<file path="config.mk">
export PLATFORM = sky130hd
export DESIGN_NAME = mdio_sniffer
export DESIGN_NICKNAME = d
export VERILOG_FILES = /design/src/rtl/mdio_sniffer_pkg.sv /design/src/rtl/mdio_sniffer_sync_edge.sv /design/src/rtl/mdio_sniffer.sv
export SDC_FILE = /design/constraint.sdc
export NUM_CORES = 1
export LEC_CHECK = 0
export BUFFER_PORTS_ARGS = -buffer_cell sky130_fd_sc_hd__buf_2
export CAP_MARGIN = 20
export CELL_PAD_IN_SITES_DETAIL_PLACEMENT = 1
export CELL_PAD_IN_SITES_GLOBAL_PLACEMENT = 2
export CORE_ASPECT_RATIO = 0.9
export CORE_MARGIN = 1.5
export CORE_UTILIZATION = 25
export CTS_CLUSTER_DIAMETER = 50
export DETAILED_ROUTE_END_ITERATION = 7
export PLACE_DENSITY = 0.58
export REMOVE_ABC_BUFFERS = 1
export SETUP_SLACK_MARGIN = 0.05
export SYNTH_ARGS = -nofsm -noshare
export SYNTH_HDL_FRONTEND = slang
export SYNTH_HIERARCHICAL = 1
export SYNTH_SLANG_ARGS = --single-unit
</file>
<file path="constraint.sdc">
create_clock -name clk_25mhz -period 3.4 [get_ports clk_25mhz]
set_clock_uncertainty 0.05 [all_clocks]
set_input_delay 0.34 -clock clk_25mhz [delete_from_list [all_inputs] [get_ports clk_25mhz]]
set_output_delay 0.34 -clock clk_25mhz [all_outputs]
set_load 0.005 [all_outputs]
</file>
<file path="src/rtl/mdio_sniffer_pkg.sv">
// Shared encodings and field geometry for the Clause-22 MDIO frame tracker.
package mdio_sniffer_pkg;

  typedef enum logic [2:0] {
    S_IDLE,
    S_ST,
    S_OP,
    S_PHYAD,
    S_REGAD,
    S_TA,
    S_DATA
  } state_t;

  localparam logic [1:0] OP_READ  = 2'b10;
  localparam logic [1:0] OP_WRITE = 2'b01;

  localparam int PHYAD_W = 5;
  localparam int REGAD_W = 5;
  localparam int DATA_W  = 16;
  localparam int TA_LEN  = 2;

  localparam logic [5:0] ONES_MAX = 6'd63;

endpackage

</file>
<file path="src/rtl/mdio_sniffer_sync_edge.sv">
// Two-FF synchroniser for an edge-detected pin plus W data pins, all with equal latency.
module sync_edge #(
  parameter int W = 1
) (
  input  logic         clk,
  input  logic         rstn,
  input  logic         edge_d,
  input  logic [W-1:0] d,
  output logic [W-1:0] q,
  output logic         rise,
  output logic         fall
);

  logic         edge_s1;
  logic         edge_s2;
  logic         hist;
  logic [W-1:0] d_s1;

  always_ff @(posedge clk or negedge rstn) begin
    if (!rstn) begin
      edge_s1 <= 1'b0;
      edge_s2 <= 1'b0;
      hist    <= 1'b0;
      d_s1    <= '0;
      q       <= '0;
    end else begin
      edge_s1 <= edge_d;
      edge_s2 <= edge_s1;
      hist    <= edge_s2;
      d_s1    <= d;
      q       <= d_s1;
    end
  end

  assign rise = edge_s2 & ~hist;
  assign fall = ~edge_s2 & hist;

endmodule

</file>
<file path="src/rtl/mdio_sniffer.sv">
// Clause-22 MDIO frame tracker: steers the MDIO buffer direction and reports decoded frames.
module mdio_sniffer
  import mdio_sniffer_pkg::*;
#(
  parameter int C_min_preamble = 32,
  parameter int C_timeout_bits = 10
) (
  input  logic                clk_25mhz,
  input  logic                rstn,
  input  logic                mdc,
  input  logic                mdio_wifi,
  input  logic                mdio_phy,
  output logic                mdio_read,
  output logic                frame_valid,
  output logic                frame_op,
  output logic [PHYAD_W-1:0]  frame_phyad,
  output logic [REGAD_W-1:0]  frame_regad,
  output logic [DATA_W-1:0]   frame_data,
  output logic                frame_ta_err,
  output logic                busy
);

  logic [1:0] mdio_q;
  logic       rise;
  logic       fall;

  sync_edge #(.W(2)) u_sync (
    .clk    (clk_25mhz),
    .rstn   (rstn),
    .edge_d (mdc),
    .d      ({mdio_phy, mdio_wifi}),
    .q      (mdio_q),
    .rise   (rise),
    .fall   (fall)
  );

  state_t               state, state_nx;
  logic [4:0]           cnt, cnt_nx;
  logic [5:0]           ones, ones_nx;
  logic [C_timeout_bits:0] tmo;
  logic                 op_rd, op_hi, ta2;
  logic                 pend_on, pend_off;
  logic                 abort, done, last_regad;
  logic                 b;
  logic [PHYAD_W-1:0]   sh_phyad;
  logic [REGAD_W-1:0]   sh_regad;
  logic [DATA_W-1:0]    sh_data;

  // Once the ESP32 has released the line in a read, the PHY's bits are the ones that count.
  assign b = (op_rd && (state == S_TA || state == S_DATA)) ? mdio_q[1] : mdio_q[0];

  always_comb begin
    state_nx   = state;
    cnt_nx     = cnt;
    ones_nx    = ones;
    abort      = 1'b0;
    done       = 1'b0;
    last_regad = 1'b0;
    if (tmo[C_timeout_bits] && !(rise || fall) && state != S_IDLE) begin
      abort    = 1'b1;
      state_nx = S_IDLE;
      ones_nx  = '0;
      cnt_nx   = '0;
    end else if (rise) begin
      cnt_nx = cnt + 5'd1;
      case (state)
        S_IDLE: begin
          cnt_nx = '0;
          if (b) begin
            if (ones != ONES_MAX) ones_nx = ones + 6'd1;
          end else if (int'(ones) >= C_min_preamble) begin
            state_nx = S_ST;
          end else begin
            ones_nx = '0;
          end
        end
        S_ST: begin
          cnt_nx = '0;
          if (b) state_nx = S_OP;
          else begin
            state_nx = S_IDLE;
            ones_nx  = '0;
          end
        end
        S_OP: if (cnt == 5'd1) begin
          cnt_nx = '0;
          if ({op_hi, b} == OP_READ || {op_hi, b} == OP_WRITE) state_nx = S_PHYAD;
          else begin
            state_nx = S_IDLE;
            ones_nx  = '0;
          end
        end
        S_PHYAD: if (cnt == 5'(PHYAD_W - 1)) begin
          cnt_nx   = '0;
          state_nx = S_REGAD;
        end
        S_REGAD: if (cnt == 5'(REGAD_W - 1)) begin
          cnt_nx     = '0;
          state_nx   = S_TA;
          last_regad = 1'b1;
        end
        S_TA: if (cnt == 5'(TA_LEN - 1)) begin
          cnt_nx   = '0;
          state_nx = S_DATA;
        end
        S_DATA: if (cnt == 5'(DATA_W - 1)) begin
          cnt_nx   = '0;
          state_nx = S_IDLE;
          ones_nx  = '0;
          done     = 1'b1;
        end
        default: begin
          cnt_nx   = '0;
          state_nx = S_IDLE;
        end
      endcase
    end
  end

  always_ff @(posedge clk_25mhz or negedge rstn) begin
    if (!rstn) begin
      state        <= S_IDLE;
      cnt          <= '0;
      ones         <= '0;
      tmo          <= '0;
      op_rd        <= 1'b0;
      pend_on      <= 1'b0;
      pend_off     <= 1'b0;
      mdio_read    <= 1'b0;
      frame_valid  <= 1'b0;
      frame_op     <= 1'b0;
      frame_phyad  <= '0;
      frame_regad  <= '0;
      frame_data   <= '0;
      frame_ta_err <= 1'b0;
      busy         <= 1'b0;
    end else begin
      state       <= state_nx;
      cnt         <= cnt_nx;
      ones        <= ones_nx;
      busy        <= (state_nx != S_IDLE);
      frame_valid <= done;
      if (rise || fall) tmo <= '0;
      else if (!tmo[C_timeout_bits]) tmo <= tmo + 1'b1;
      if (rise && state == S_OP && cnt == 5'd1) op_rd <= ({op_hi, b} == OP_READ);
      // Direction flips on the MDC fall after the deciding rise, when the bus owner changes.
      if (abort) pend_on <= 1'b0;
      else if (last_regad && op_rd) pend_on <= 1'b1;
      else if (fall) pend_on <= 1'b0;
      if (abort) pend_off <= 1'b0;
      else if (done && op_rd) pend_off <= 1'b1;
      else if (fall) pend_off <= 1'b0;
      if (abort) mdio_read <= 1'b0;
      else if (fall && pend_on) mdio_read <= 1'b1;
      else if (fall && pend_off) mdio_read <= 1'b0;
      if (done) begin
        frame_op     <= op_rd;
        frame_phyad  <= sh_phyad;
        frame_regad  <= sh_regad;
        frame_data   <= {sh_data[DATA_W-2:0], b};
        frame_ta_err <= op_rd & ta2;
      end
    end
  end

  always_ff @(posedge clk_25mhz) begin
    if (rise) begin
      case (state)
        S_OP:    if (cnt == 5'd0) op_hi <= b;
        S_PHYAD: sh_phyad <= {sh_phyad[PHYAD_W-2:0], b};
        S_REGAD: sh_regad <= {sh_regad[REGAD_W-2:0], b};
        S_TA:    if (cnt == 5'(TA_LEN - 1)) ta2 <= b;
        S_DATA:  sh_data <= {sh_data[DATA_W-2:0], b};
        default: ;
      endcase
    end
  end

endmodule

</file>
# ---- Word-level counts from Yosys, hierarchy flattened
# Cells that the tools add are included.
dict set report word_totals {
  reg_bits 93
  latch_bits 0
  ram_bits 0
  mem_bits_ro 0
  output_inout_bits 31
  elab_cells 132
  memories 0
}
dict set report op_classes {
  add_sub_neg 3
  multipliers 0
  div_mod_pow 0
  magnitude_cmp 1
  n_eq_ne 19
  n_shift 0
  mux 48
  bitwise 5
  reduce_logical 30
}
# cell n
set op_table {}
lappend op_table {{$mux W6} 9}
lappend op_table {{$mux W3} 9}
lappend op_table {{$mux W5} 5}
lappend op_table {{$pmux W6 S4} 1}
lappend op_table {{$mux W11} 2}
lappend op_table {{$pmux W3 S7} 1}
lappend op_table {{$mux W1} 18}
lappend op_table {{$pmux W5 S3} 1}
lappend op_table {{$reduce_bool A3 Y1} 5}
lappend op_table {{$add A11 B1 Y11 const B} 1}
lappend op_table {{$eq A3 B3 Y1 const B} 3}
lappend op_table {{$logic_and A1 B1 Y1} 9}
lappend op_table {{$ne A3 B3 Y1 const B} 3}
lappend op_table {{$ne A4 B4 Y1 const B} 2}
lappend op_table {{$reduce_and A8 Y1} 1}
lappend op_table {{$add A6 B1 Y6 const B} 1}
lappend op_table {{$eq A3 B2 Y1 const B} 2}
lappend op_table {{$ge A6 B6 Y1 const B} 1}
lappend op_table {{$ne A6 B6 Y1 const B} 1}
lappend op_table {{$reduce_and A2 Y1} 3}
lappend op_table {{$reduce_and A3 Y1} 2}
lappend op_table {{$add A5 B1 Y5 const B} 1}
lappend op_table {{$eq A5 B1 Y1 const B} 1}
lappend op_table {{$eq A5 B3 Y1 const B} 1}
lappend op_table {{other kinds (16)} 23}

# ---- Depth between registers and ports, before layout
# Gate-level depths: netlist of run 1.
dict set report logic_depth {
  word_depth 12
  ltp_mapped 10
}

# ---- Hierarchy
# Netlist of run 1, hierarchy kept.
# mod instances cells_per_inst area_each_um2 seq_area_each_um2
set by_module_without_submodules {}
lappend by_module_without_submodules {mdio_sniffer 1 302 3858.7 2287.2}
lappend by_module_without_submodules {sync_edge 1 9 190.2 175.2}

# ---- Least setup slack after synthesis of run 1
# No wires, ideal clock.
dict set report synth_timing {
  path_type {register to register}
  from {register u_sync.hist}
  to {register frame_data[12]}
  setup_time_ns 0.127
  arrival_time_ns 2.468
  required_ns 3.223
  setup_slack_ns 0.754
  path_stages_with_launch 8
  path_buffers 2
  period_less_slack_ns 2.646
  path_cell_list {dfrtp_1 -> nor2b_1 -> clkbuf_1 -> nand2_1 -> nor2_1 -> nand2_1 -> clkbuf_1 -> mux2_1}
}
dict set report synth_between {
  elab_chain_len 7
  word_cells_on_any_way 9
}
# element line
set synth_rtl {}
lappend synth_rtl {{start, declared} mdio_sniffer_sync_edge.sv:16} ;# logic hist;
lappend synth_rtl {{start signal, assigned} mdio_sniffer_sync_edge.sv:29} ;# hist <= edge_s2;
lappend synth_rtl {{$not A1 Y1 (*)} mdio_sniffer_sync_edge.sv:35} ;# assign rise = edge_s2 & ~hist;
lappend synth_rtl {{$and A1 B1 Y1 (*)} mdio_sniffer_sync_edge.sv:35}
lappend synth_rtl {{net rise} mdio_sniffer.sv:24} ;# logic rise;
lappend synth_rtl {{$logic_or A1 B1 Y1} mdio_sniffer.sv:59} ;# if (tmo[C_timeout_bits] && !(rise || fall) && state != S_IDLE) begin
lappend synth_rtl {{$logic_not A1 Y1} mdio_sniffer.sv:59}
lappend synth_rtl {{$logic_and A1 B1 Y1 (2 in a row)} mdio_sniffer.sv:59}
lappend synth_rtl {{$mux W1 (*)} mdio_sniffer.sv:59}
lappend synth_rtl {{end signal, assigned} mdio_sniffer.sv:160} ;# frame_data <= {sh_data[DATA_W-2:0], b};
lappend synth_rtl {{end, declared} mdio_sniffer.sv:18} ;# output logic [DATA_W-1:0] frame_data,
# Mark *: on every way through the listed nets, which the timed path passes. The rest lies on a longest branch.
# A chain may end at the register's enable or synchronous reset.

# ---- Worst setup path after layout of run 1
dict set report layout_timing {
  from {register state[0]}
  to {register ones[1]}
}
dict set report layout_between {
  elab_chain_len 8
  word_cells_on_any_way 26
}
# element line
set layout_rtl {}
lappend layout_rtl {{start, declared} mdio_sniffer.sv:37} ;# state_t state, state_nx;
lappend layout_rtl {{start signal, assigned} mdio_sniffer.sv:138} ;# state <= state_nx;
lappend layout_rtl {{$eq A3 B3 Y1, on equally long branches} {mdio_sniffer.sv:50, mdio_sniffer.sv:66}}
lappend layout_rtl {{$logic_or A1 B1 Y1} mdio_sniffer.sv:50} ;# assign b = (op_rd && (state == S_TA || state == S_DATA)) ? mdio_q[1] : mdio_q[0];
lappend layout_rtl {{$logic_and A1 B1 Y1} mdio_sniffer.sv:50}
lappend layout_rtl {{$mux W1} mdio_sniffer.sv:50}
lappend layout_rtl {{$eq A2 B2 Y1 (tied with other cells)} mdio_sniffer.sv:87} ;# if ({op_hi, b} == OP_READ || {op_hi, b} == OP_WRITE) state_nx = S_PHYAD;
lappend layout_rtl {{$logic_or A1 B1 Y1 / $pmux W6 S4 (equally long branches)} {mdio_sniffer.sv:87, mdio_sniffer.sv:66}}
lappend layout_rtl {{$ne A3 B3 Y1 (no line) / $mux W6 (equally long branches)} --}
lappend layout_rtl {{$reduce_and A8 Y1 (no line) / $mux W6 (equally long branches)} --}
lappend layout_rtl {{end signal, assigned} mdio_sniffer.sv:140} ;# ones <= ones_nx;
lappend layout_rtl {{end, declared} mdio_sniffer.sv:39} ;# logic [5:0] ones, ones_nx;
# Parallel ways exist; a longest one is shown, timed or not. The select of a mux whose other input is x is not followed.

==> metrics.md, run 1 <==
| Metric | Value |
|---|---|
| Crit path from | `state[0]` |
| Wire per inst | `15.4 um` |
| Final setup fails | `0` |
| Via count | `2,495` |
| Reg2reg start | `state[0]` |
| Synth Area in Adders | `2.78%` |
| CP Capture Type | `register` |
| Global Route Usage Sum | `11.3%` |
| Post-synth EDFFs | `27` |
| Ys async rst share | `71.0%` |
| Die Height | `124 um` |
| Worst Setup Start Kind | `register` |
| Leading cell types in the layout, fill and taps excluded | `dfrtp_1 (66), buf_2 (35), mux2_1 (28), edfxtp_1 (27), nor2_1 (24)` |
| Post-synthesis compound-gate area fraction | `8.99%` |
| GR Overflow Total | `0` |
| Nets | `366` |
| Unique masters post-synth | `61` |
| R2r setup slk | `930 ps` |
| DRC Markers | `0` |
| Synth warn | `6` |
| Highest-delay cell along the critical path | `a2111oi_2` |
| Final Instance Area | `4760 um^2` |
| Hold crit path type | `in2reg` |
| Fill count | `1,715` |
| Vias in the first global route | `2,653` |
| Die area | `17,000 um^2` |
| CP Capture Point | `ones[1]` |
| Layout cell share with drive strength beyond 1 | `20.7%` |
| Sequential element share of the synthesized area | `60.8%` |
| First-pass GRT wire length | `14,600 um` |
| Initial core utilization | `26.0%` |
| Dpl hpwl | `6040 um` |
| Root Driver | `clkbuf_16` |
| Cell area after synthesis | `4050 um^2` |
| Synthesized area per cell | `13.0 um^2` |
| DR iter-0 viols | `124` |
| Post-DP Area | `4470 um^2` |
| Pins Over Slew Limit | `0` |
| Final critical-path required period | `2470 ps` |
| FF+latch count, synth | `93` |
| Multi-input gate area | `1470 um^2` |
| Measured slew at the worst slew-check pin | `616 ps` |
| Critical path depth | `8` |
| Final period utilization | `72.6%` |
| Mux cell area share after synthesis | `8.81%` |
| Area grow syn2layout | `17.5%` |
| Core Footprint | `15,600 um^2` |
| RSZ-0062 raised after global routing | `false` |
| Post-CTS setup buffers | `0` |
| GPL Wtd Cong | `0.769` |
| Total negative slack | `0 ps` |
| P_leak | `2.14 nW` |
| Cells after synthesis | `311` |
| Ports | `36` |
| R2r endpoint | `ones[1]` |
| Worst Path Max Fanout | `7` |
| CP delay by family, top | `simple AND/OR/NAND/NOR gates` |
| Clk_lat worst skew | `350 ps` |
| Outcome | `finished clean` |
| Critical path arrival | `2640 ps` |
| Post-cts resize count | `0` |
| Max Freq | `405 MHz` |
| Routed vias/inst | `4.46` |
| Port bufs | `35` |
| Total CTS buffers | `9` |
| P per Cell Area | `468 nW/um^2` |
| Commonest non-fill, non-tap cell in the layout | `dfrtp_1` |
| Routed WL | `8610 um` |
| Post-DRT Antenna Nets | `0` |
| H-tree levels | `3` |
| Max cap viols | `0` |
| Longest Clk Path Bufs | `2` |
| CTS tree | `built` |
| Main combinational cell family by area after synthesis | `simple AND/OR/NAND/NOR gates` |
| Hold Violations, Final | `0` |
| FP Rows | `43` |
| Critical path cell sequence | `xor2_1, and4_1, nor2_1, ha_1, a2111oi_2, nor3_4, nand2_1, mux2_1` |
| Post-Synth Simple-Gate Area | `13.7%` |
| Clock transition at path regs | `70 ps` |
| Worst path required time | `3570 ps` |
| Critical path class | `reg2reg` |
| Initial antenna violation count | `0` |
| Worst vdd ir | `0.245 mV` |
| R2R depth | `8` |
| Die W | `137 um` |
| Pre-antenna DRT Iters | `4` |
| Synth Area in XOR/XNOR | `2.16%` |
| # clock sinks | `93` |
| Pin count of the biggest net entering global routing | `47` |
| CP bufs+invs | `0` |
| Top_reg_cell synth | `dfrtp_1` |
| Inserted Diodes | `0` |
| Slowest cell delay on critical path | `420 ps` |
| Slew margin rel. | `59.0%` |
| FF/Latch Area | `2460 um^2` |
[how the worst min path moves through the flow]
| stage | slack [ps] | depth (start not counted) | startpoint | end |
|---|---|---|---|---|
| CTS | 40 | 1 | mdio_wifi | u_sync/d_s1[0] |
| global placement | 280 | 0 | u_sync/d_s1[0] | u_sync/q[0] |
| finish | 50 | 1 | mdio_wifi | u_sync/d_s1[0] |
| detailed placement | 290 | 0 | u_sync/d_s1[1] | u_sync/q[1] |
| floorplan | -6 | 0 | rstn | busy |
| global route | 40 | 1 | mdio_phy | u_sync/d_s1[1] |
[synth_stat cells (all sizes together) (7+ instances only)]
cell    number  area [um^2]
mux2        29          327
edfxtp      27          811
and3         7         43.8
nand3        8         40.0
nor2        24         90.1
buf          7         41.3
dfrtp       66         1650
nor3         7         46.3
nand2       19         71.3
xor2         7         61.3
ha           9          113
inv         13         48.8
[repair_timing]
action | in CTS | in global routing
endpoints found under the setup margin | 0 | 0
endpoints found under the hold margin | 20 | 0
hold buffers | 1 | 0
[cell families after synthesis]
logic type,after synthesis
XOR/XNOR,10
AND/OR/NAND/NOR,96
multiplexers,32
buffers and inverters,26
adder cells (fa/ha/maj),9
flip-flops,93
AO/OA/AOI/OAI,45
[per-layer routing]
layer	global-route usage [%]	up-vias	part of all wire, %
li1	-	1207	-
met1	15.7	1239	51
met2	17.1	44	44
met3	3.50	5	4.3
met4	3.16	0	1.1
met5	0	-	0
[final cells by class]
type	instances	share of cell area, %
inverters	13	1.03
flip-flops and latches	93	51.7
multi-input cells	192	31.0
well taps	202	5.31
repair buffers	43	5.00
clock buffers	9	4.73
clock inverters	7	1.21
[power by group]
part | internal (mW) | switching [mW] | total (mW)
registers | 1.16 | 0.0171 | 1.18
clock network | 0.507 | 0.463 | 0.970
logic | 0.0268 | 0.0480 | 0.0747
total | 1.70 | 0.528 | 2.22
[through the flow]
stage | util, % | power [mW] | std cells | setup slack [ps] | hold slack (ps)
6_report | 30.5 | 2.22 | 559 | 930 | 49.7
5_1_grt | 30.5 | 2.32 | 559 | 668 | 39.4
4_1_cts | 30.5 | 2.26 | 559 | 875 | 35.6
3_5_place_dp | 28.6 | 1.28 | 542 | 914 | 289
3_3_place_gp | 28.6 | 1.28 | 542 | 1010 | 284
2_1_floorplan | - | 1.24 | 298 | 169 | -5.59
[sequential cells by signal, summed over array words and instances, names as in the netlist, 6 cells and up]
register    flops
tmo            11
ones            6
frame_data     16
sh_data        15
(Power assumes the default switching activity.)
==> inputs of run 2 (changes only) <==
--- a/config.mk
+++ b/config.mk
@@ -14,7 +14,7 @@
 export CORE_UTILIZATION = 25
 export CTS_CLUSTER_DIAMETER = 50
 export DETAILED_ROUTE_END_ITERATION = 7
-export PLACE_DENSITY = 0.58
+export PLACE_DENSITY = 0.6
 export REMOVE_ABC_BUFFERS = 1
 export SETUP_SLACK_MARGIN = 0.05
 export SYNTH_ARGS = -nofsm -noshare
==> constraint.sdc (replaced) <==
create_clock -name clk_25mhz -period 2.2 [get_ports clk_25mhz]
set_clock_uncertainty 0.05 [all_clocks]
set_input_delay 0.22 -clock clk_25mhz [delete_from_list [all_inputs] [get_ports clk_25mhz]]
set_output_delay 0.22 -clock clk_25mhz [all_outputs]
set_load 0.005 [all_outputs]
==> run 2 against run 1 <==
The run now ends with setup timing left. Worst hold slack better by 250 ps. Clock power is 88% higher. Power is 70% higher. Count of clock-buffer cells in the layout is 1 higher. Core utilization is 2.7 points higher. Via count is 6.0% higher. Final area is 8.7% higher. Combinational power is 97% higher. Fmax is 12% higher. Critical endpoint is now ones[0].
==> metrics.md, run 2 (synthesized netlist as in run 1, its figures left out) <==
| Metric | Value |
|---|---|
| Max Freq | `453 MHz` |
| R2r endpoint | `ones[0]` |
| Largest register FFs | `16` |
| RSZ-0062 raised after global routing | `true` |
| Worst Setup Start Kind | `register` |
| Endpoint, Worst Hold | `u_sync/q[0]` |
| CP bufs+invs | `0` |
| Die Height | `124 um` |
| FP Rows | `43` |
| Initial core utilization | `26.0%` |
| Ports | `36` |
| # clock sinks | `93` |
| P_leak | `2.32 nW` |
| Total negative slack | `-10.8 ps` |
| Die W | `137 um` |
| Worst Path Max Fanout | `5` |
| Post-DRT Antenna Nets | `0` |
| Final critical-path required period | `2210 ps` |
| Vias in the first global route | `2,792` |
| Nets | `389` |
| Final setup fails | `2` |
| Clk_lat worst skew | `350 ps` |
| Outcome | `finished, violations left` |
| Most flops, register | `frame_data` |
| Pins Over Slew Limit | `0` |
| Clock transition at path regs | `70 ps` |
| Routed WL | `8680 um` |
| Wire per inst | `14.9 um` |
| Global Route Usage Sum | `11.1%` |
| Via count | `2,644` |
| Biggest regs | `frame_data (16), sh_data (15), tmo (11)` |
| Worst vdd ir | `0.483 mV` |
| CP delay by family, top | `simple AND/OR/NAND/NOR gates` |
| Commonest non-fill, non-tap cell in the layout | `dfrtp_1` |
| Hold Violations, Final | `0` |
| Die area | `17,000 um^2` |
| Hold crit path type | `reg2reg` |
| Total CTS buffers | `9` |
| CTS tree | `built` |
| P per Cell Area | `731 nW/um^2` |
| Pre-antenna DRT Iters | `4` |
| Layout cell share with drive strength beyond 1 | `30.3%` |
| Longest Clk Path Bufs | `2` |
| Area grow syn2layout | `27.8%` |
| Critical path cell sequence | `xor2_2, and4_4, nor2_4, ha_4, a2111oi_4, nor3_4, or3b_4, o21ai_2` |
| Dpl hpwl | `6090 um` |
| Highest-delay cell along the critical path | `or3b_4` |
| Hold path depth | `0` |
| Final WS setup | `-6.33 ps` |
| Fill count | `1,719` |
| H-tree levels | `3` |
| Root Driver | `clkbuf_16` |
| Inserted Diodes | `0` |
| Reg2reg start | `state[1]` |
| Measured slew at the worst slew-check pin | `531 ps` |
| Hold Startpoint | `u_sync/d_s1[0]` |
| CP Capture Type | `register` |
| DRC Markers | `0` |
| GR Overflow Total | `0` |
| Critical path class | `reg2reg` |
| Core Footprint | `15,600 um^2` |
| Port bufs | `35` |
| Routed vias/inst | `4.54` |
| Initial antenna violation count | `0` |
| Slowest cell delay on critical path | `460 ps` |
| Max cap viols | `0` |
| Pin count of the biggest net entering global routing | `47` |
| GPL Wtd Cong | `0.737` |
| Leading cell types in the layout, fill and taps excluded | `dfrtp_1 (66), buf_2 (35), mux2_1 (27), edfxtp_1 (27), buf_4 (25)` |
| First-pass GRT wire length | `14,400 um` |
| Worst path required time | `2420 ps` |
| DR iter-0 viols | `129` |
| R2R depth | `8` |
| R2r setup slk | `-6 ps` |
| Slew margin rel. | `64.6%` |
| Final period utilization | `100%` |
| Critical path arrival | `2430 ps` |
| Total power | `3.78 mW` |
| Failing checks | `setup timing` |
==> run 2: layout make-up <==
type	count	area, um^2	area share, %
clock inverters	6	119	2.30
clock buffers	10	229	4.43
inverters	13	48.8	0.943
repair buffers	66	443	8.56
multi-input cells	192	1620	31.3
flip-flops and latches	93	2460	47.6
well taps	202	253	4.89
==> run 2: where the power goes <==
part           leakage [nW]  internal, mW  switching (mW)
clock                 0.169          1.13           0.689
combinational          1.01        0.0640          0.0826
sequential             1.14          1.80          0.0247
==> run 2: worst max-delay path by stage <==
stage	cells after the start	startpoint	slack [ps]	to
after floorplan	5	u_sync/hist	-1030	frame_data[10]
after global placement	8	state[0]	-80	ones[1]
after detailed placement	8	state[0]	-210	ones[1]
after CTS	8	state[1]	-50	ones[0]
after global routing	8	state[1]	-130	ones[0]
final	8	state[1]	-6	ones[0]
==> run 2: timing repair <==
action                                  CTS  global route
buffers inserted                          2             2
resized for setup                        17            10
endpoints found under the setup margin    8            12
cloned                                    0             0
hold endpoints to repair                 23             0
hold buffers                              4             0
pin swaps                                15             3
==> run 2: worst register-to-register path: cells and delay by family (launching register included) <==
family                     cells  cell delay, ps
AOI/OAI and AO/OA              2             220
xor gates and xnor gates       1             200
adders and majority gates      1             280
DFF                            1             400
and+or+nand+nor                4             990
==> run 2: per-stage QoR <==
step	setup WS, ps	cells	hold WS [ps]	area, um^2	util [%]
after global routing	-134	582	312	5170	33.2
after global placement	-82.8	558	177	4610	29.6
after detailed placement	-205	558	186	4610	29.6
final	-6.33	582	299	5170	33.2
after CTS	-48.8	580	301	5110	32.8
after floorplan	-1030	298	-126	3990	-
==> run 2: layer usage <==
metal,up-vias,global-route usage [%],wire (um)
li1,1254,-,-
met1,1338,14.6,4330
met2,46,17.6,3890
met3,6,3.70,371
met4,0,2.57,87
met5,-,0,0
